## config.mk

```make
export PLATFORM = sky130hd
export DESIGN_NAME = flb_band_cal
export DESIGN_NICKNAME = d
export VERILOG_FILES = /design/src/rtl/flb_band_cal.sv
export SDC_FILE = /design/constraint.sdc
export NUM_CORES = 1
export LEC_CHECK = 0
export BUFFER_PORTS_ARGS = -buffer_cell sky130_fd_sc_hd__buf_2
export CAP_MARGIN = 0
export CORE_MARGIN = 4
export CORE_UTILIZATION = 45
export CTS_CLUSTER_DIAMETER = 150
export DETAILED_ROUTE_END_ITERATION = 16
export PLACE_DENSITY = 0.67
export SYNTH_ARGS = -nofsm -noshare
export SYNTH_HDL_FRONTEND = slang
export SYNTH_SLANG_ARGS = --single-unit
```

## constraint.sdc

```tcl
create_clock -name ref_clk_i -period 2.3 [get_ports ref_clk_i]
set_input_delay 0.46 -clock ref_clk_i [delete_from_list [all_inputs] [get_ports ref_clk_i]]
set_output_delay 0.46 -clock ref_clk_i [all_outputs]
set_load 0.01 [all_outputs]
```

## src/rtl/flb_band_cal.sv

```systemverilog
// flb_band_cal: coarse band calibration for the FLB.
// A request runs a MSB-first successive-approximation search over the 8-bit
// band. Each trial band is allowed to settle, then the DLF output is averaged
// and its sign decides that bit. The FLB SDM is held off while searching, and
// a CSR manual mode overrides the band directly.
module flb_band_cal #(
  parameter int ACC_W = 22
) (
  input  logic        ref_clk_i,
  input  logic        csr_flb_rst_i,
  input  logic        cal_start_i,
  input  logic [15:0] dlf_out_i,
  input  logic [9:0]  csr_flb_cal_settle_i,
  input  logic [1:0]  csr_flb_cal_acc_sel_i,
  input  logic        csr_flb_cal_man_on_i,
  input  logic [7:0]  csr_flb_cal_man_band_i,
  input  logic        csr_flb_sdm_on_i,
  output logic [7:0]  band_o,
  output logic        sdm_on_gated_o,
  output logic        cal_busy_o,
  output logic        cal_done_o,
  output logic        cal_rail_o
);

  typedef enum logic [2:0] {
    IDLE,
    SETTLE,
    ACCUM,
    DECIDE,
    DONE
  } state_t;

  state_t                   state_q, state_d;
  logic [7:0]               res_q, res_d;
  logic [2:0]               bit_idx_q, bit_idx_d;
  logic [9:0]               cnt_q, cnt_d;
  logic [6:0]               scnt_q, scnt_d;
  logic signed [ACC_W-1:0]  acc_q, acc_d;
  logic [7:0]               band_q, band_d;
  logic                     busy_q, busy_d;
  logic                     done_q, done_d;
  logic                     rail_q, rail_d;
  logic                     sdm_q;

  logic [6:0]               n_minus1;
  logic signed [ACC_W-1:0]  dlf_ext;
  logic [7:0]               res_dec;
  logic [2:0]               bit_next;

  // Averaging length is 4^sel, so the sample counter reloads with 4^sel - 1.
  assign n_minus1 = (7'd1 << {csr_flb_cal_acc_sel_i, 1'b0}) - 7'd1;
  assign dlf_ext  = {{(ACC_W-16){dlf_out_i[15]}}, dlf_out_i};
  // A non-negative average means the DCO is still slow at this trial, so keep the bit.
  assign res_dec  = acc_q[ACC_W-1] ? res_q : (res_q | (8'd1 << bit_idx_q));
  assign bit_next = bit_idx_q - 3'd1;

  // Next-state logic for the search sequencer; manual mode overrides everything.
  always_comb begin
    state_d   = state_q;
    res_d     = res_q;
    bit_idx_d = bit_idx_q;
    cnt_d     = cnt_q;
    scnt_d    = scnt_q;
    acc_d     = acc_q;
    band_d    = band_q;
    busy_d    = busy_q;
    done_d    = done_q;
    rail_d    = rail_q;

    if (csr_flb_cal_man_on_i) begin
      band_d  = csr_flb_cal_man_band_i;
      state_d = IDLE;
      busy_d  = 1'b0;
      done_d  = 1'b0;
      rail_d  = 1'b0;
    end else begin
      case (state_q)
        IDLE, DONE: begin
          if (cal_start_i) begin
            res_d     = 8'h00;
            bit_idx_d = 3'd7;
            band_d    = 8'h80;
            cnt_d     = csr_flb_cal_settle_i;
            busy_d    = 1'b1;
            done_d    = 1'b0;
            rail_d    = 1'b0;
            state_d   = SETTLE;
          end
        end
        SETTLE: begin
          if (cnt_q == 10'd0) begin
            scnt_d  = n_minus1;
            acc_d   = '0;
            state_d = ACCUM;
          end else begin
            cnt_d = cnt_q - 10'd1;
          end
        end
        ACCUM: begin
          acc_d = acc_q + dlf_ext;
          if (scnt_q == 7'd0) begin
            state_d = DECIDE;
          end else begin
            scnt_d = scnt_q - 7'd1;
          end
        end
        DECIDE: begin
          res_d = res_dec;
          if (bit_idx_q != 3'd0) begin
            bit_idx_d = bit_next;
            band_d    = res_dec | (8'd1 << bit_next);
            cnt_d     = csr_flb_cal_settle_i;
            state_d   = SETTLE;
          end else begin
            band_d  = res_dec;
            busy_d  = 1'b0;
            done_d  = 1'b1;
            rail_d  = (res_dec == 8'h00) || (res_dec == 8'hFF);
            state_d = DONE;
          end
        end
        default: begin
          state_d = IDLE;
        end
      endcase
    end
  end

  // State and output registers with synchronous reset.
  always_ff @(posedge ref_clk_i) begin
    if (csr_flb_rst_i) begin
      state_q   <= IDLE;
      res_q     <= 8'h00;
      bit_idx_q <= 3'd7;
      cnt_q     <= 10'd0;
      scnt_q    <= 7'd0;
      acc_q     <= '0;
      band_q    <= 8'h80;
      busy_q    <= 1'b0;
      done_q    <= 1'b0;
      rail_q    <= 1'b0;
      sdm_q     <= 1'b0;
    end else begin
      state_q   <= state_d;
      res_q     <= res_d;
      bit_idx_q <= bit_idx_d;
      cnt_q     <= cnt_d;
      scnt_q    <= scnt_d;
      acc_q     <= acc_d;
      band_q    <= band_d;
      busy_q    <= busy_d;
      done_q    <= done_d;
      rail_q    <= rail_d;
      sdm_q     <= csr_flb_sdm_on_i & ~busy_q;
    end
  end

  assign band_o         = band_q;
  assign sdm_on_gated_o = sdm_q;
  assign cal_busy_o     = busy_q;
  assign cal_done_o     = done_q;
  assign cal_rail_o     = rail_q;

endmodule

```

==> flow_summary.html <==
<table>
<tr><th>Metric</th><th>Value</th></tr>
<tr><th colspan="2">Logic synthesis</th></tr>
<tr><td>Number of synthesized register bits</td><td>65</td></tr>
<tr><td>Sequential fraction of the synthesis area</td><td>0.3007</td></tr>
<tr><td>Number of synthesized flops with an enable pin</td><td>0</td></tr>
<tr><td>Main combinational cell family by area after synthesis</td><td>compound AO/OA/AOI/OAI gates</td></tr>
<tr><td>Post-synthesis simple-gate area fraction</td><td>0.2298</td></tr>
<tr><td>Fraction of synthesized cell area taken by the top area cell type</td><td>0.3007</td></tr>
<tr><td>Flip-flop cell with the highest count after synthesis</td><td>sky130_fd_sc_hd__dfxtp_1</td></tr>
<tr><td>Synthesized instance count</td><td>561</td></tr>
<tr><td>Share of cell area taken by muxes after synthesis</td><td>0.002602</td></tr>
<tr><td>Complex-gate fraction of the synthesized area</td><td>0.2908</td></tr>
<tr><td>Post-synth design cell area</td><td>4328 µm²</td></tr>
<tr><td>Largest area contributor in the netlist</td><td>sky130_fd_sc_hd__dfxtp_1</td></tr>
<tr><td>Async set or reset register ratio after synthesis</td><td>0</td></tr>
<tr><td>Main area contributors after synthesis</td><td>sky130_fd_sc_hd__dfxtp_1 (30%), sky130_fd_sc_hd__ha_1 (8.4%), sky130_fd_sc_hd__a21oi_1 (6.6%)</td></tr>
<tr><td>Adder-cell share of the synthesized area</td><td>0.08846</td></tr>
<tr><td>Number of different library cells in the post-synthesis netlist</td><td>65</td></tr>
<tr><td>Yosys warnings</td><td>0</td></tr>
<tr><td>Synthesized Nets</td><td>632</td></tr>
<tr><td>Xor and xnor fraction of the mapped netlist area</td><td>0.03845</td></tr>
<tr><td>Synthesized area per cell</td><td>7.715 µm²</td></tr>
<tr><th colspan="2">Floorplan</th></tr>
<tr><td>Starting Density</td><td>0.4662</td></tr>
<tr><td>I/O pin cnt</td><td>53</td></tr>
<tr><td>Std-Cell Rows</td><td>35</td></tr>
<tr><td>Die Outline Area</td><td>11250 µm²</td></tr>
<tr><td>Die Span X</td><td>106.1 µm</td></tr>
<tr><td>Core Region</td><td>9284 µm²</td></tr>
<tr><td>Die span in y</td><td>106.1 µm</td></tr>
<tr><th colspan="2">Finish</th></tr>
<tr><td>Antenna cells</td><td>0</td></tr>
<tr><td>Layout cell share with drive strength beyond 1</td><td>0.2358</td></tr>
<tr><td>Layout Nets</td><td>719</td></tr>
<tr><td>Area delta synth-&gt;final</td><td>22.67%</td></tr>
<tr><td>Util after Layout</td><td>0.5718</td></tr>
<tr><td>Area of all placed cells without fillers</td><td>5309 µm²</td></tr>
<tr><th colspan="2">Power</th></tr>
<tr><td>Leakage power figure</td><td>2.331 nW</td></tr>
<tr><td>Ratio of total power to cell area</td><td>499.0 nW/µm²</td></tr>
<tr><td>Worst vdd ir</td><td>0.0003158 V</td></tr>
<tr><td>Post-layout total power</td><td>2.649 mW</td></tr>
<tr><th colspan="2">Worst setup path</th></tr>
<tr><td>Worst reg2reg path depth</td><td>10</td></tr>
<tr><td>Type of element capturing the critical path</td><td>flop</td></tr>
<tr><td>Capture instance of the worst register-to-register path</td><td>acc_q[14]</td></tr>
<tr><td>Reg-to-reg startpoint</td><td>acc_q[0]</td></tr>
<tr><td>Buf+Inv Stages, Crit Path</td><td>1</td></tr>
<tr><td>Data required time of the critical path</td><td>2530 ps</td></tr>
<tr><td>CP top delay family</td><td>compound AO/OA/AOI/OAI gates</td></tr>
<tr><td>Kind of start point of the critical path</td><td>flop</td></tr>
<tr><td>Largest stage delay on the critical path</td><td>380 ps</td></tr>
<tr><td>CP max stage cell</td><td>sky130_fd_sc_hd__fa_2</td></tr>
<tr><td>Worst EP arrival</td><td>2470 ps</td></tr>
<tr><td>Setup slack of the most critical reg-to-reg path</td><td>60 ps</td></tr>
<tr><td>Maximum fanout encountered on the critical timing path</td><td>3</td></tr>
<tr><td>Worst setup path category</td><td>flop to flop</td></tr>
<tr><td>Cell Chain, Critical Path</td><td>ha_4 -&gt; inv_2 -&gt; fa_2 -&gt; nor2b_4 -&gt; o31a_1 -&gt; o31ai_4 -&gt; a21oi_2 -&gt; a31oi_1 -&gt; xnor2_1 -&gt; a22o_1</td></tr>
<tr><th colspan="2">Detailed routing</th></tr>
<tr><td>Final wirelength</td><td>11200 µm</td></tr>
<tr><td>Count of nets left with antenna violations after detail routing</td><td>0</td></tr>
<tr><td>Average via count per standard cell</td><td>5.570</td></tr>
<tr><td>Detailed-router iteration count before antenna repair</td><td>4</td></tr>
<tr><td>Detailed-route DRC error count</td><td>0</td></tr>
<tr><td>Routed vias</td><td>4356</td></tr>
<tr><td>Wire length per cell after detailed routing</td><td>14.33 µm</td></tr>
<tr><td>Violation count after the first detailed-routing iteration</td><td>209</td></tr>
<tr><th colspan="2">Hold path</th></tr>
<tr><td>Class of the most critical hold timing path</td><td>input port to flop</td></tr>
<tr><td>Startpoint of the worst hold path</td><td>csr_flb_cal_man_band_i[6]</td></tr>
<tr><td>Hold endpoint</td><td>band_o[6]</td></tr>
<tr><td>Count of cells along the worst hold path</td><td>3</td></tr>
<tr><th colspan="2">Global routing</th></tr>
<tr><td>Antenna violations before repair</td><td>0</td></tr>
<tr><td>Wire length of the first global-routing pass</td><td>18820 µm</td></tr>
<tr><td>GRT Total Usage</td><td>0.1994</td></tr>
<tr><td>Vias in the first global route</td><td>4151</td></tr>
<tr><td>Maximum number of pins on one net before global-route repair</td><td>31</td></tr>
<tr><td>Total global routing overflow</td><td>0</td></tr>
<tr><th colspan="2">Placement</th></tr>
<tr><td>Standard cell area after detailed placement</td><td>5025 µm²</td></tr>
<tr><td>HPWL Detailed</td><td>8215 µm</td></tr>
<tr><td>Final estimated routing congestion in global placement</td><td>0.8933</td></tr>
<tr><td>Number of port buffers</td><td>52</td></tr>
<tr><th colspan="2">STA</th></tr>
<tr><td>Part of the cycle the worst path needs</td><td>0.9744</td></tr>
<tr><td>Skew final</td><td>9.165 ps</td></tr>
<tr><td>Hold Worst Slack</td><td>353.5 ps</td></tr>
<tr><td>Setup-violating endpoint count in the final report</td><td>0</td></tr>
<tr><td>Number of max-slew violations in the final report</td><td>0</td></tr>
<tr><td>Time the worst path needs with I/O delays and setup</td><td>2241 ps</td></tr>
<tr><td>Setup repair after global routing missed its margin</td><td>yes</td></tr>
<tr><td>Slew of the pin with the lowest slew margin</td><td>674.6 ps</td></tr>
<tr><td>Total count of hold-check failures in the final report</td><td>0</td></tr>
<tr><td>Highest achievable clock rate</td><td>446.2 MHz</td></tr>
<tr><td>Worst max-slew margin expressed relative to the limit</td><td>0.5482</td></tr>
<tr><th colspan="2">Clock tree</th></tr>
<tr><td>Clock-pin slew reported for the worst setup and hold paths after clock tree synthesis</td><td>80 ps</td></tr>
<tr><td>Clock H-tree levels</td><td>3</td></tr>
<tr><td>Clock network latency to the later pin of the worst-skew pair</td><td>340 ps</td></tr>
<tr><td>Maximum number of buffers from clock root to sink</td><td>2</td></tr>
<tr><td>CTS Root Cell</td><td>sky130_fd_sc_hd__clkbuf_8</td></tr>
<tr><td>Sink count of the clock tree</td><td>65</td></tr>
<tr><td>Hold Buf Count CTS</td><td>0</td></tr>
<tr><td>Num CTS Buffers</td><td>9</td></tr>
<tr><td>Clock tree from TritonCTS</td><td>yes</td></tr>
<tr><th colspan="2">Flow run</th></tr>
<tr><td>Max-Cap Viols</td><td>0</td></tr>
<tr><th colspan="2">Outcome</th></tr>
<tr><td>Outcome</td><td>finished clean</td></tr>
</table>
-- flip-flops by register name, summed over array words and instances, names as in the netlist --
register	count
cal_rail_o	1
cal_busy_o	1
cnt_q	10
state_q	3
acc_q	22
sdm_on_gated_o	1
res_q	8
bit_idx_q	3
band_o	8
cal_done_o	1
scnt_q	7
-- worst register-to-register path, delay by kind of cell (launching register included) --
kind	cells	cell delay [ps]
compound gates	5	960
fa+ha+maj	2	520
flops	1	360
xor+xnor	1	140
simple gates	1	130
buf+inv	1	30
-- metrics by stage --
stage / TNS (ps) / setup WS, ps / std cells
5_1_grt: -149.4 / -63.66 / 782
4_1_cts: 0 / 24.46 / 780
3_3_place_gp: -1159 / -245.7 / 764
6_report: 0 / 58.88 / 782
3_5_place_dp: -1622 / -300.7 / 764
2_1_floorplan: 0 / 9.204 / 561
-- cells by family (layout without fill, tap and decap cells) --
kind of cell,count (synthesis),count (layout)
adder cells (fa/ha/maj),30,30
XOR/XNOR,19,19
buffers and inverters,52,144
flip-flops,65,65
AND/OR/NAND/NOR,203,203
AO/OA/AOI/OAI,191,191
multiplexers,1,1
-- layer usage --
layer / share of wire / global-route usage
met1: 0.47 / 0.2598
met2: 0.49 / 0.3424
met3: 0.035 / 0.03400
met4: 0.0035 / 0.05088
met5: 0 / 0
-- where the power goes --
| group | switching (mW) | internal (mW) |
|---|---|---|
| clock | 0.469 | 0.528 |
| combinational | 0.261 | 0.212 |
| sequential | 0.0251 | 1.16 |
| total | 0.754 | 1.89 |
-- Yosys cell counts, types with 3 or more instances --
cell type and number:
sky130_fd_sc_hd__nand3_1 13, sky130_fd_sc_hd__nor2_1 73, sky130_fd_sc_hd__nand2b_1 7, sky130_fd_sc_hd__o21ai_0 38
sky130_fd_sc_hd__clkbuf_1 29, sky130_fd_sc_hd__and3_1 3, sky130_fd_sc_hd__inv_1 18, sky130_fd_sc_hd__nand2_1 48
sky130_fd_sc_hd__a221oi_1 5, sky130_fd_sc_hd__a21oi_1 57, sky130_fd_sc_hd__ha_1 29, sky130_fd_sc_hd__nor3_1 15
sky130_fd_sc_hd__a21boi_0 3, sky130_fd_sc_hd__a211oi_1 5, sky130_fd_sc_hd__xnor2_1 15, sky130_fd_sc_hd__o21bai_1 4
sky130_fd_sc_hd__nand4_1 4, sky130_fd_sc_hd__nand3b_1 4, sky130_fd_sc_hd__nor4_1 9, sky130_fd_sc_hd__nor2b_1 4
sky130_fd_sc_hd__nor3b_1 5, sky130_fd_sc_hd__o211ai_1 4, sky130_fd_sc_hd__a31oi_1 11, sky130_fd_sc_hd__xor2_1 4
sky130_fd_sc_hd__a21o_1 13, sky130_fd_sc_hd__dfxtp_1 65, sky130_fd_sc_hd__a32oi_1 4, sky130_fd_sc_hd__a22oi_1 11
sky130_fd_sc_hd__a22o_1 13
-- cell type report --
cell class / instances / area, µm²
clock buffer: 11 / 141.4
clock inverter: 5 / 55.05
fill: 905 / 3975
inverter: 18 / 67.56
multi-input combinational: 444 / 2885
sequential: 65 / 1303
tap: 129 / 161.4
timing repair buffer: 110 / 695.7
-- cell usage in the layout, fill, tap and decap left out, drive strengths merged, types with 13 or more instances in the layout --
| cell | n |
|---|---|
| buf | 110 |
| nor2 | 75 |
| dfxtp | 65 |
| a21oi | 57 |
| nand2 | 48 |
| o21ai | 40 |
| ha | 29 |
| inv | 18 |
| nor3 | 16 |
| xnor2 | 15 |
| nand3 | 13 |
| a21o | 13 |
| a22o | 13 |
-- timing repair --
item                                    CTS  global route
buffers inserted                          0             2
endpoints found under the hold margin     0             0
endpoints found under the setup margin    9            19
pin swaps                                 1             9
gates resized for setup                   4            16
-- worst max-delay path by stage --
stage	start	to	depth (start not counted)	slack, ps
after floorplan	dlf_out_i[0]	acc_q[18]	10	9
after global placement	dlf_out_i[0]	acc_q[18]	11	-250
after detailed placement	dlf_out_i[0]	acc_q[18]	11	-300
after CTS	acc_q[0]	acc_q[18]	10	20
after global routing	acc_q[0]	acc_q[18]	10	-60
final	acc_q[0]	acc_q[14]	10	60
No activity file was read; power rests on OpenSTA's default activity.
